==> src/rtl/data_mem_ctrl.sv <==
// MEM-stage data-side memory controller: one CPU access per request against a req/ack backing memory.
// Optional one-entry read bypass buffer is enabled by defining DMEMCTRL_READ_BYPASS_EN.
module data_mem_ctrl #(
    parameter int unsigned MEM_AW   = 16,
    parameter int unsigned TIMEOUT  = 64,
    parameter logic [31:0] ERR_DATA = 32'hDEAD_BEEF
) (
    input  logic              clk,
    input  logic              rst,
    input  logic [31:0]       cpu_addr,
    input  logic              cpu_re,
    input  logic              cpu_we,
    input  logic [31:0]       cpu_wr_data,
    output logic [31:0]       cpu_rd_data,
    output logic              cpu_stall,
    output logic              cpu_err,
    output logic [MEM_AW-1:0] mem_addr,
    output logic              mem_req,
    output logic              mem_wr,
    output logic [31:0]       mem_wr_data,
    input  logic [31:0]       mem_rd_data,
    input  logic              mem_ack
);

    localparam int unsigned CNT_W = $clog2(TIMEOUT + 1);

    typedef enum logic [1:0] {
        IDLE = 2'd0,
        BUSY = 2'd1,
        DONE = 2'd2
    } stateT;

    stateT             state;
    stateT             stateNext;
    logic [CNT_W-1:0]  waitCnt;
    logic              cpuReq;
    logic              aligned;
    logic [MEM_AW-1:0] wordAddr;
    logic              launch;
    logic              misalign;
    logic              ackDone;
    logic              abort;
    logic              bypassHit;
    logic [31:0]       bypassData;
    logic              unusedAddrBits;

    assign cpuReq         = cpu_re | cpu_we;
    assign aligned        = (cpu_addr[1:0] == 2'b00);
    assign wordAddr       = cpu_addr[MEM_AW+1:2];
    assign unusedAddrBits = ^cpu_addr[31:MEM_AW+2];

`ifdef DMEMCTRL_READ_BYPASS_EN
    logic              bufValid;
    logic [MEM_AW-1:0] bufAddr;
    logic [31:0]       bufData;

    // A plain aligned read of the buffered word is served without touching memory.
    assign bypassHit  = (state == IDLE) && cpu_re && !cpu_we && aligned
                        && bufValid && (bufAddr == wordAddr);
    assign bypassData = bufData;

    // Buffer tracks the last successful read; writes to that word keep it coherent.
    always_ff @(posedge clk) begin
        if (rst) begin
            bufValid <= 1'b0;
            bufAddr  <= '0;
            bufData  <= '0;
        end else if (misalign || abort) begin
            bufValid <= 1'b0;
        end else if (ackDone && !mem_wr) begin
            bufValid <= 1'b1;
            bufAddr  <= mem_addr;
            bufData  <= mem_rd_data;
        end else if (ackDone && mem_wr && bufValid && (bufAddr == mem_addr)) begin
            bufData  <= mem_wr_data;
        end
    end
`else
    assign bypassHit  = 1'b0;
    assign bypassData = '0;
`endif

    assign cpu_stall = ((state == IDLE) && cpuReq && !bypassHit) || (state == BUSY);

    // State register.
    always_ff @(posedge clk) begin
        if (rst) begin
            state <= IDLE;
        end else begin
            state <= stateNext;
        end
    end

    // Next-state decode; an ack on the final wait cycle still counts as success.
    always_comb begin
        stateNext = state;
        launch    = 1'b0;
        misalign  = 1'b0;
        ackDone   = 1'b0;
        abort     = 1'b0;
        case (state)
            IDLE: begin
                if (cpuReq && !bypassHit) begin
                    if (aligned) begin
                        launch    = 1'b1;
                        stateNext = BUSY;
                    end else begin
                        misalign  = 1'b1;
                        stateNext = DONE;
                    end
                end
            end
            BUSY: begin
                if (mem_ack) begin
                    ackDone   = 1'b1;
                    stateNext = DONE;
                end else if (waitCnt == CNT_W'(TIMEOUT - 1)) begin
                    abort     = 1'b1;
                    stateNext = DONE;
                end
            end
            DONE: begin
                stateNext = IDLE;
            end
            default: begin
                stateNext = IDLE;
            end
        endcase
    end

    // Memory-side request, wait counter and CPU-side result registers.
    always_ff @(posedge clk) begin
        if (rst) begin
            waitCnt     <= '0;
            mem_req     <= 1'b0;
            mem_wr      <= 1'b0;
            mem_addr    <= '0;
            mem_wr_data <= '0;
            cpu_rd_data <= '0;
            cpu_err     <= 1'b0;
        end else begin
            cpu_err <= misalign | abort;

            if (state == BUSY) begin
                waitCnt <= waitCnt + CNT_W'(1);
            end else begin
                waitCnt <= '0;
            end

            if (launch) begin
                mem_req     <= 1'b1;
                mem_wr      <= cpu_we;
                mem_addr    <= wordAddr;
                mem_wr_data <= cpu_wr_data;
            end else if (ackDone || abort) begin
                mem_req <= 1'b0;
                mem_wr  <= 1'b0;
            end

            if (misalign && !cpu_we) begin
                cpu_rd_data <= ERR_DATA;
            end else if (ackDone && !mem_wr) begin
                cpu_rd_data <= mem_rd_data;
            end else if (abort && !mem_wr) begin
                cpu_rd_data <= ERR_DATA;
            end else if (bypassHit) begin
                cpu_rd_data <= bypassData;
            end
        end
    end

endmodule

==> config.mk <==
export PLATFORM = sky130hd
export DESIGN_NAME = data_mem_ctrl
export DESIGN_NICKNAME = d
export VERILOG_FILES = /design/src/rtl/data_mem_ctrl.sv
export SDC_FILE = /design/constraint.sdc
export NUM_CORES = 1
export LEC_CHECK = 0
export BUFFER_PORTS_ARGS = -buffer_cell sky130_fd_sc_hd__buf_2
export CAP_MARGIN = 10
export CORE_MARGIN = 4
export CORE_UTILIZATION = 30
export DETAILED_ROUTE_END_ITERATION = 7
export PLACE_DENSITY = 0.62
export SLEW_MARGIN = 20
export SYNTH_ARGS = -nofsm -noshare
export SYNTH_HDL_FRONTEND = slang
export SYNTH_SLANG_ARGS = --single-unit
==> constraint.sdc <==
create_clock -name clk -period 1.5 [get_ports clk]
set_input_delay 0.225 -clock clk [delete_from_list [all_inputs] [get_ports clk]]
set_output_delay 0.225 -clock clk [all_outputs]
set_load 0.05 [all_outputs]
; Yosys cells after proc, flatten, opt, wreduce, memory -nomap -nowiden
; Cells that the tools add are included.
[totals]
ff_bits = 92
output_inout_bits = 84
input_bits = 101
[op_classes]
add_sub_neg = 1
reduce_logical = 16
mux = 22
n_eq_ne = 4
n_bitwise = 3
[op_table]
columns = op, n
row1 = $mux 32, 3
row2 = $mux 1, 14
row3 = $mux 2, 4
row4 = $add 7x1->7 const B, 1
row5 = $eq 7x6->1 const B, 1
row6 = $logic_and 1x1->1, 4
row7 = $logic_not 2->1, 2
row8 = $pmux 2 s2, 1
row9 = $reduce_bool 2->1, 2
row10 = $reduce_or 2->1, 2
row11 = $ne 3x3->1 const B, 1
row12 = $reduce_bool 3->1, 1
row13 = $eq 2x1->1 const B, 1
row14 = $logic_not 1->1, 2
row15 = $logic_or 1x1->1, 2
row16 = $ne 2x2->1 const B, 1
row17 = $or 1x1->1, 2
row18 = $reduce_and 2->1, 1
row19 = $not 1->1, 1

; Longest topological paths before layout
; Gate-level depths: netlist of run 1.
[depth]
depth_word = 8
ltp_mapped = 7
depth_no_buf = 5

; Least setup slack after synthesis of run 1
; No wires, ideal clock.
[synth_path]
path_kind = register -> register
from = register mem_wr
to = register cpu_rd_data[10]
path_buffers = 2
setup_ns = 0.059
arrival_time_ns = 1.515
setup_slack_ns = -0.074
path_stages_with_launch = 6
path_cell_list = dfxtp_1 > or3b_1 > buf_2 > o21ai_4 > buf_6 > o21a_1
[synth_via]
elab_chain_cells = 4
[synth_rtl]
columns = item, line_no
row1 = start: declaration, 19  ; output logic mem_wr,
row2 = start signal: assignment, 152  ; mem_wr <= cpu_we;
row3 = $logic_not 1->1 (*), "162, 164"
row4 = $logic_and 1x1->1, 162  ; end else if (ackDone && !mem_wr) begin
row5 = $mux 32, 162
row6 = $mux 32, 160  ; if (misalign && !cpu_we) begin
row7 = end signal: assignment, 163  ; cpu_rd_data <= mem_rd_data;
row8 = end signal: assignment, 167  ; cpu_rd_data <= bypassData;
row9 = end: declaration, 14  ; output logic [31:0] cpu_rd_data,
; Mark *: on every way between the ends. The rest lies on a longest branch, timed or not.
; A chain may end at the register's enable or synchronous reset.

; Worst setup path in the final report of run 1
[layout_path]
from = register state[0]
to = register cpu_rd_data[23]
[layout_via]
elab_chain_cells = 5
[layout_rtl]
columns = item, line_no
row1 = start: declaration, 33  ; stateT state;
row2 = start signal: assignment, 90  ; state <= stateNext;
row3 = $eq 2x1->1, 101  ; case (state)
row4 = $mux 1, 101
row5 = $logic_and 1x1->1, 162
row6 = $mux 32, 162
row7 = $mux 32, 160
; Parallel ways exist; a longest one is shown, timed or not.

==> impl_results.md, run 1 <==
* Status: complete, no violations
* Routed wire length at 9.82 mm
* Max-cap viol count at 0
* Clk_lat worst skew at 0.34 ns
* CP startpoint: state[0]
* Die W at 116 um
* Global-route congestion overflow total at 0
* Post-synthesis register bit count at 92
* Worst-path clk slew at 0.07 ns
* Final Cycle Share at 97.5%
* Post-synth top area cell: dfxtp_1
* Synth area leaders: dfxtp_1 53%, nand2_1 12%, a21oi_1 7.0%, nor2_1 6.4%, o21a_1 5.6%
* Post-synth EDFFs at 0
* Worst Hold Class: in -> reg
* Hpwl dp at 7.19 mm
* Syn Nets at 526
* IO Port Bufs at 170
* Fin Hold WS at 0.110 ns
* Clock Skews at 0.00707 ns
* CP max FO at 6
* Crit. End Element: register
* Largest net degree at the start of global routing at 39
* Final Hold Violating Endpoints at 0
* Reg-to-reg setup timing slack at 0.04 ns
* Yosys warnings at 0
* Pre-CTS setup slack at -0.00367 ns
* RSZ-0062 raised after global routing: true
* Register area at 1850 um^2
* Seq/Total Area, Yosys at 52.9%
* R2r startpoint: state[0]
* Final worst slack at 0.0371 ns
* GP Congestion at 0.732
* I/O Pins at 185
* 1st-pass router iterations at 4
* Vias in the first global route at 3231
* CP startpoint kind: register
* Placement Cell Area at 4600 um^2
* Vias at 3426
* Die area at 13400 um^2
* Slew Viols, Final at 0
* Netlist cell types at 33
* Antenna Diode Count at 0
* Area growth, synth to finish at 44.5%
* Die height at 116 um
* Required time worst endpoint at 1.79 ns
* Post-DR vias/cell at 4.56
* PD cells at 1230 nW/um^2
* Core region area at 11400 um^2
* Layout cells sized above 1 at 38.5%
* Async set-reset flop share out of synthesis at 0%
* Measured slew at the worst slew-check pin at 0.404 ns
* Buffer depth of the longest clock path at 2
* Synth top area share at 52.9%
* Fill cells at 1160
* CTS tree: yes
* Reg2reg path depth at 5
* LEAKAGE at 2.28 nW
* Clock root buffer: clkbuf_16
* Final nets at 705
* Num Clock Sinks at 92
* Area occupied by multi-input gates at 1510 um^2
* Row Count at 39
* Netlist Area Pre-Place at 3480 um^2
* Total GRT Usage at 14.5%
* Fin area at 5030 um^2
* Primary FF master, synth: dfxtp_1
* Final Core Density at 44.3%
* Setup crit end: cpu_rd_data[23]
* Arr. time, crit path at 1.75 ns
* Design Power at 0.00619 W
* CTS Buf Count at 9
* Peak Freq at 684 MHz
* Peak supply drop at 819 uV
* Final ANT Viol Nets at 0
* Initial antenna violation count at 0
* DRC violations left at 0
* Critical R2R Capture: cpu_rd_data[23]
* First-pass GRT wire length at 15.4 mm
* Starting DRT DRC Count at 147
* Initial Util at 30.6%
* Minimum clock period after layout at 1.46 ns
* Final setup viols at 0
* Worst Setup Path Type: reg -> reg
* Drt wl/cell at 13.1 um
* # H-tree levels at 3
* Post-synthesis cell count at 424
* Mean Syn Cell Area at 8.22 um^2
* Relative slew slack at 73.1%
[state kept, by name, indices dropped and copies added (netlist names)]
register and count:
state 2, cpu_rd_data 32, mem_wr 1, mem_addr 16, cpu_err 1, mem_req 1, waitCnt 7, mem_wr_data 32
[layout make-up]
class / instances / area share [%]
flip-flops and latches: 92 / 36.7
multi-input cells: 299 / 30.0
clock buffers: 9 / 4.47
repair buffers: 199 / 23.1
well taps: 143 / 3.55
inverters: 2 / 0.149
clock inverters: 7 / 1.94
[cells in the final DEF (no fill, tap or decap), types with 2 or more instances in the layout]
| cell type | count |
|---|---|
| o21ai_1 | 2 |
| inv_1 | 2 |
| a31oi_1 | 9 |
| buf_6 | 3 |
| o21ai_4 | 2 |
| nand2_1 | 113 |
| inv_6 | 2 |
| buf_4 | 21 |
| dfxtp_2 | 6 |
| xor2_1 | 2 |
| dfxtp_1 | 86 |
| clkbuf_16 | 9 |
| bufinv_16 | 2 |
| nor3_1 | 3 |
| a21oi_1 | 49 |
| nand3b_1 | 3 |
| nor2_1 | 59 |
| buf_2 | 169 |
| nand3_1 | 11 |
| buf_12 | 5 |
| o21a_1 | 26 |
| clkinvlp_4 | 2 |
[worst max-delay path, stage by stage (launching register included)]
cell and delay (ns):
dfxtp_2 0.41, or3b_1 0.43, o21ai_4 0.20, buf_6 0.15, buf_16 0.11, o21a_1 0.11
[worst min path at each step]
stage | startpoint | endpoint | slack (ns) | cells past startpoint
2_1_floorplan | cpu_addr[12] | mem_addr[10] | 0.36 | 2
3_3_place_gp | mem_wr_data[17] | mem_wr_data[17] | 0.44 | 2
3_5_place_dp | mem_addr[13] | mem_addr[13] | 0.44 | 2
4_1_cts | cpu_wr_data[10] | mem_wr_data[10] | 0.1 | 3
5_1_grt | cpu_wr_data[26] | mem_wr_data[26] | 0.11 | 3
6_report | cpu_wr_data[10] | mem_wr_data[10] | 0.11 | 3
[cell usage after synthesis, types with 2 or more instances]
master,instances
nor3_1,4
xor2_1,2
clkbuf_1,15
buf_6,5
nand3b_1,3
nand3_1,11
nor2_1,59
nor3b_2,2
o21ai_1,2
a31oi_1,9
o21a_1,26
a21oi_1,49
nand2_1,115
dfxtp_1,92
buf_2,11
inv_1,2
[where the power goes]
group | switching, W | total, W | leakage, nW | internal [W]
registers | 0.0000689 | 0.00264 | 0.753 | 0.00257
logic | 0.000755 | 0.00111 | 1.38 | 0.000355
clock network | 0.000974 | 0.00244 | 0.152 | 0.00147
total | 0.00180 | 0.00619 | 2.28 | 0.00440
[metal layers]
metal  global-route usage [%]  routed length (um)  share of wire (%)  vias to the layer above
met5                        0                   0                  0                        -
met4                     6.03                 205                2.1                        0
met3                     4.18                 692                7.0                       14
met2                     24.2                4910                 50                       92
met1                     17.4                4020                 41                     1569
li1                         -                   -                  -                     1751
[repair_timing]
| action | 4_1_cts | 5_1_grt |
|---|---|---|
| setup endpoints to repair | 28 | 45 |
| cloned | 2 | 0 |
| hold buffers | 0 | 0 |
| resized for setup | 14 | 5 |
| pin swaps | 7 | 8 |
| setup buffers | 5 | 0 |
[through the flow]
step	TNS, ns	instances
6_report	0	751
2_1_floorplan	0	424
3_3_place_gp	0	730
4_1_cts	-0.00314	753
5_1_grt	-0.292	751
3_5_place_dp	-0.00367	730
[cells by family (layout without fill, tap and decap cells)]
family	Yosys count	count (layout)	synth area share [%]
AO/OA/AOI/OAI	93	93	16.5
XOR/XNOR	3	3	0.754
adder cells (fa/ha/maj)	1	1	0.359
buffers and inverters	33	217	5.03
flip-flops	92	92	52.9
AND/OR/NAND/NOR	202	202	24.5
Note: power is estimated with default switching activity, not from simulation.
==> run 2: changes to the inputs <==
--- a/config.mk
+++ b/config.mk
@@ -7,6 +7,7 @@
 export LEC_CHECK = 0
 export BUFFER_PORTS_ARGS = -buffer_cell sky130_fd_sc_hd__buf_2
 export CAP_MARGIN = 10
+export CORE_ASPECT_RATIO = 0.5
 export CORE_MARGIN = 4
 export CORE_UTILIZATION = 30
 export DETAILED_ROUTE_END_ITERATION = 7
==> impl_results.md, run 2 (synthesis results as in run 1) <==
* Status: complete, no violations
* Layout cells sized above 1 at 37.5% (-1.0 points)
* Measured slew at the worst slew-check pin at 0.418 ns (+0.0142 ns)
* DRC violations left at 0 (unchanged)
* CTS Buf Count at 9 (unchanged)
* Max-cap viol count at 0 (unchanged)
* CP max FO at 24 (+18)
* 1st-pass router iterations at 4 (unchanged)
* Reg-to-reg setup timing slack at 0.05 ns (about the same)
* Sequential power share at 45.1% (+2.5 points)
* Starting DRT DRC Count at 156 (+6.1%)
* Final Instance Count excl. Fillers at 762 (+1.5%)
* I/O Pins at 185 (unchanged)
* Drt wl/cell at 12.9 um (-1.4%)
* Combinational power share at 18.7% (+0.8 points)
* Vias at 3357 (-2.0%)
* Vias in the first global route at 3227 (-0.12%)
* Switching power at 0.00181 W (+0.43%)
* Total GRT Usage at 14.4% (-0.13 points)
* Largest net degree at the start of global routing at 41 (+5.1%)
* Final Core Density at 44.2% (-0.13 points)
* Slew Viols, Final at 0 (unchanged)
* Worst hold path depth at 3 (unchanged)
* Min-Delay Endpoint: mem_addr[9]
* Final Hold Violating Endpoints at 0 (unchanged)
* # H-tree levels at 3 (unchanged)
* Peak supply drop at 582 uV (-29%)
* Clk network pwr share at 36.2% (-3.2 points)
* Die area at 13500 um^2 (+0.78%)
* Row Count at 27 (-31%)
* Die W at 160 um (+39%)
* Routed wire length at 9.83 mm (about the same)
* Worst Hold Class: in -> reg
* Pint at 0.00404 W (-8.0%)
* Most common cell after layout, fill and taps aside: buf_2
* Placed instance count at 744 (+1.9%)
* Antenna Diode Count at 0 (unchanged)
* LEAKAGE at 2.23 nW (-2.5%)
* Crit. End Element: register
* Final nets at 700 (-0.71%)
* Initial antenna violation count at 0 (unchanged)
* CP startpoint kind: register
* Commonest non-fill, non-tap cells in the layout: 169 x buf_2, 114 x nand2_1, 87 x dfxtp_1
* Regs by FF count: cpu_rd_data x32, mem_wr_data x32, mem_addr x16
* Final setup viols at 0 (unchanged)
* Hold_buf cts at 0 (unchanged)
* Die height at 84.2 um (-27%)
* Arr. time, crit path at 1.74 ns (about the same)
* CTS tree: yes
* IO Port Bufs at 170 (unchanged)
* Relative slew slack at 72.1% (-0.95 points)
* Num Clock Sinks at 92 (unchanged)
* Clk_lat worst skew at 0.34 ns (about the same)
* Worst-path clk slew at 0.07 ns (about the same)
* Register area at 1850 um^2 (about the same)
* RSZ-0062 raised after global routing: true
* GP Congestion at 0.770 (+5.3%)
* R2r startpoint: waitCnt[0]
* Worst Setup Path Type: reg -> reg
* Fill cells at 1158 (-0.17%)
* Reg2reg path depth at 6 (+1)
* Minimum clock period after layout at 1.45 ns (-0.0114 ns)
* Final Cycle Share at 96.8% (-0.76 points)
* Clock Skews at 0.00713 ns (+0.0000677 ns)
* Critical R2R Capture: cpu_rd_data[12]
* Area growth, synth to finish at 41.7%
* Buffer depth of the longest clock path at 2 (unchanged)
* Area occupied by multi-input gates at 1500 um^2 (-0.91%)
* Initial Util at 31.2% (+0.51 points)
* Hpwl dp at 7.13 mm (-0.86%)
* Core region area at 11200 um^2 (-1.7%)
* First-pass GRT wire length at 15.8 mm (+2.5%)
* Peak Freq at 689 MHz (+0.79%)
* PD cells at 1180 nW/um^2 (-3.7%)
* Sw frac at 30.9% (+1.8 points)
* Required time worst endpoint at 1.79 ns (about the same)
* Final ANT Viol Nets at 0 (unchanged)
* Hold wc startpoint: cpu_addr[11]
* Global-route congestion overflow total at 0 (unchanged)
* Clock root buffer: clkbuf_16
* Post-DR vias/cell at 4.41 (-3.4%)
run 2: final cells by class:
type,count,area share [%]
Sequential cell,92,37.4
Clock inverter,7,1.04
Tap cell,159,4.03
Timing Repair Buffer,194,22.5
Clock buffer,9,4.56
Multi-Input combinational cell,299,30.3
Inverter,2,0.152
run 2: repair_timing:
item	CTS	global route
setup endpoints to repair	5	83
pin swaps	1	1
hold endpoints to repair	0	0
gates resized for setup	3	7
setup buffers	0	2
run 2: metrics by stage:
step / setup WS [ns] / hold slack [ns] / setup TNS [ns] / power [W] / instance area, um^2
2_1_floorplan: 0.0221 / 0.361 / 0 / 0.00343 / 3490
3_3_place_gp: 0.0412 / 0.439 / 0 / 0.00377 / 4620
3_5_place_dp: 0.0256 / 0.443 / 0 / 0.00378 / 4620
4_1_cts: 0.0128 / 0.0960 / 0 / 0.00594 / 4900
5_1_grt: -0.0490 / 0.109 / -0.638 / 0.00612 / 4940
6_report: 0.0485 / 0.112 / 0 / 0.00585 / 4940
run 2: metal layers:
metal,share of wire [%],track usage [%],routed length [um]
met4,2.7,6.87,269
met2,53,25.7,5210
met5,0,0,0
met1,40,16.2,3940
met3,4.1,3.38,399
run 2: worst max-delay path, stage by stage (launching register included):
cell and delay [ns]:
dfxtp_2 0.36, ha_4 0.16, nand2_4 0.05, o31a_1 0.31, o21ai_4 0.19, buf_12 0.18, o21a_1 0.13
run 2: power by group through the flow:
| stage | Sequential, W | Clock (W) | Combinational (W) |
|---|---|---|---|
| 2_1_floorplan | 0.00311 | 0 | 0.000312 |
| 3_3_place_gp | 0.00269 | 0 | 0.00108 |
| 3_5_place_dp | 0.00269 | 0 | 0.00109 |
| 4_1_cts | 0.00264 | 0.00221 | 0.00110 |
| 5_1_grt | 0.00266 | 0.00230 | 0.00117 |
| 6_report | 0.00264 | 0.00212 | 0.00109 |
run 2: worst max path at each step:
stage                 endpoint       start  slack [ns]  depth (start not counted)
6_report       cpu_rd_data[12]  waitCnt[0]        0.05                          6
5_1_grt        cpu_rd_data[15]  waitCnt[0]       -0.05                          6
4_1_cts        cpu_rd_data[15]  waitCnt[0]        0.01                          6
3_5_place_dp   cpu_rd_data[15]  waitCnt[1]        0.03                          6
3_3_place_gp    cpu_rd_data[6]  waitCnt[1]        0.04                          6
2_1_floorplan  mem_wr_data[24]    state[1]        0.02                          7
==> run 3: changes to the inputs <==
--- a/config.mk
+++ b/config.mk
@@ -11,8 +11,6 @@
 export CORE_MARGIN = 4
 export CORE_UTILIZATION = 30
 export DETAILED_ROUTE_END_ITERATION = 7
-export PLACE_DENSITY = 0.62
-export SLEW_MARGIN = 20
 export SYNTH_ARGS = -nofsm -noshare
 export SYNTH_HDL_FRONTEND = slang
 export SYNTH_SLANG_ARGS = --single-unit
==> impl_results.md, run 3 (synthesis results as in run 1) <==
* Clk_lat worst skew at 0.34 ns (about the same)
* CP startpoint kind: register
* Clock root buffer: clkbuf_16
* Regs by FF count: cpu_rd_data x32, mem_wr_data x32, mem_addr x16
* # H-tree levels at 3 (unchanged)
* Reg2reg path depth at 6 (unchanged)
* Routed wire length at 9.81 mm (-0.14%)
* First-pass GRT wire length at 15.6 mm (-1.3%)
* Initial Util at 31.2% (unchanged)
* Critical R2R Capture: mem_wr
* Pint at 0.00425 W (+5.2%)
* Arr. time, crit path at 1.68 ns (-0.06 ns)
* Total GRT Usage at 14.1% (-0.25 points)
* Worst Setup Path Type: reg -> reg
* Hold_buf cts at 0 (unchanged)
* Final ANT Viol Nets at 0 (unchanged)
* Slew Viols, Final at 0 (unchanged)
* Required time worst endpoint at 1.73 ns (-0.06 ns)
* Crit path max-delay cell type: dfxtp_2
* Area occupied by multi-input gates at 1510 um^2 (+0.58%)
* Critical-path cell list: ha_4 -> nand2_2 -> o31a_1 -> buf_6 -> nor3b_4 -> o21ai_1
* Layout cells sized above 1 at 38.4% (+0.94 points)
* CP bufs+invs at 1 (unchanged)
* Critical Path Stages at 6 (unchanged)
* Design Power at 0.00604 W (+3.2%)
* Post-DR vias/cell at 4.38 (-0.66%)
* Buffer depth of the longest clock path at 2 (unchanged)
* R2r startpoint: waitCnt[0]
* Final nets at 706 (+0.86%)
* Final Cycle Share at 96.9% (+0.15 points)
* Clk network pwr share at 38.0% (+1.8 points)
* Peak Freq at 688 MHz (-0.15%)
* GP Congestion at 0.755 (-2.0%)
* Area growth, synth to finish at 44.2%
* Worst-path clk slew at 0.07 ns (about the same)
* Die height at 84.2 um (unchanged)
* LEAKAGE at 2.26 nW (+1.4%)
* CP startpoint: waitCnt[0]
* Peak supply drop at 654 uV (+12%)
* Antenna Diode Count at 0 (unchanged)
* Drt wl/cell at 12.8 um (-0.92%)
* Minimum clock period after layout at 1.45 ns (+0.00221 ns)
* Hpwl dp at 6.99 mm (-2.0%)
* Vias at 3361 (+0.12%)
* RSZ-0062 raised after global routing: true
* Critical path's largest stage delay at 0.36 ns (about the same)
* Clock Skews at 0.00628 ns (-0.000858 ns)
* Sw frac at 29.6% (-1.3 points)
* Combinational power share at 18.3% (-0.4 points)
* CTS tree: yes
* Vias in the first global route at 3217 (-0.31%)
* IO Port Bufs at 170 (unchanged)
* Relative slew slack at 76.8% (+4.6 points)
* Most common cell after layout, fill and taps aside: buf_2
* Die W at 160 um (unchanged)
* Commonest non-fill, non-tap cells in the layout: 170 x buf_2, 113 x nand2_1, 87 x dfxtp_1
* Num Clock Sinks at 92 (unchanged)
* Setup TNS at 0 ns (unchanged)
* I/O Pins at 185 (unchanged)
* Sequential power share at 43.7% (-1.4 points)
* Starting DRT DRC Count at 152 (-2.6%)
* CTS Buf Count at 9 (unchanged)
* 1st-pass router iterations at 4 (unchanged)
* DRC violations left at 0 (unchanged)
* Core region area at 11200 um^2 (unchanged)
* Family with the most delay on the worst path: compound AO/OA/AOI/OAI gates
* Die area at 13500 um^2 (unchanged)
* Largest net degree at the start of global routing at 43 (+4.9%)
* Hold wc startpoint: cpu_wr_data[20]
* CP max FO at 4 (-83%)
* Final setup viols at 0 (unchanged)
* Status: complete, no violations
* Measured slew at the worst slew-check pin at 0.346 ns (-0.0720 ns)
* Initial antenna violation count at 0 (unchanged)
* Register area at 1850 um^2 (unchanged)
* PD cells at 1200 nW/um^2 (+1.4%)
* Switching power at 0.00179 W (-1.1%)
* Setup crit end: mem_wr
* Row Count at 27 (unchanged)
* Max-cap viol count at 0 (unchanged)
* Global-route congestion overflow total at 0 (unchanged)
* Reg-to-reg setup timing slack at 0.05 ns (about the same)
* Worst Hold Class: in -> reg
* Final Hold Violating Endpoints at 0 (unchanged)
* Fill cells at 1130 (-2.4%)
* Crit. End Element: register
[run 3: power groups by stage]
stage / Combinational [W] / Clock, W / Sequential (W)
finish: 0.00110 / 0.00230 / 0.00264
global route: 0.00117 / 0.00249 / 0.00265
detailed placement: 0.00109 / 0 / 0.00269
CTS: 0.00110 / 0.00237 / 0.00264
floorplan: 0.000312 / 0 / 0.00311
global placement: 0.00108 / 0 / 0.00269
[run 3: worst reg2reg max path: cells and delay by family (launching register included)]
kind,cells,cell delay (ns)
fa+ha+maj,1,0.14
compound gates,2,0.40
buf+inv,1,0.16
simple gates,2,0.28
flops,1,0.36
[run 3: area by class of cell]
type                            instances  area share [%]
Clock buffer                           10            4.76
Sequential cell                        92            36.8
Tap cell                              159            3.96
Multi-Input combinational cell        299            30.0
Timing Repair Buffer                  200            23.1
Clock inverter                          6            1.27
Inverter                                2           0.149
[run 3: timing repair]
item	CTS	global route
pin swaps	1	6
endpoints found under the setup margin	2	84
gates cloned	0	1
gates resized for setup	2	10
setup buffers	2	1
[run 3: per-layer routing]
layer / vias to the layer above / GRT usage (%) / part of all wire (%)
li1: 1745 / - / -
met2: 66 / 26.1 / 52
met4: 0 / 5.39 / 2.2
met5: - / 0 / 0
met1: 1529 / 15.5 / 42
met3: 21 / 3.87 / 3.4
[run 3: worst min-delay path by stage]
stage	endpoint	slack [ns]	cells past startpoint
6_report	mem_wr_data[20]	0.11	3
3_3_place_gp	mem_wr_data[22]	0.44	2
4_1_cts	mem_addr[1]	0.1	3
5_1_grt	mem_addr[3]	0.11	3
3_5_place_dp	mem_addr[15]	0.44	2
2_1_floorplan	mem_addr[10]	0.36	2
[run 3: stage by stage]
step	std cells	utilization [%]	instance area (um^2)	hold WS, ns	setup slack [ns]
floorplan	424	-	3490	0.361	0.0221
global placement	748	41.4	4630	0.439	0.0355
detailed placement	748	41.4	4630	0.443	0.0149
CTS	766	44.3	4960	0.0990	-0.00577
global route	768	44.9	5020	0.112	-0.0148
finish	768	44.9	5020	0.114	0.0463
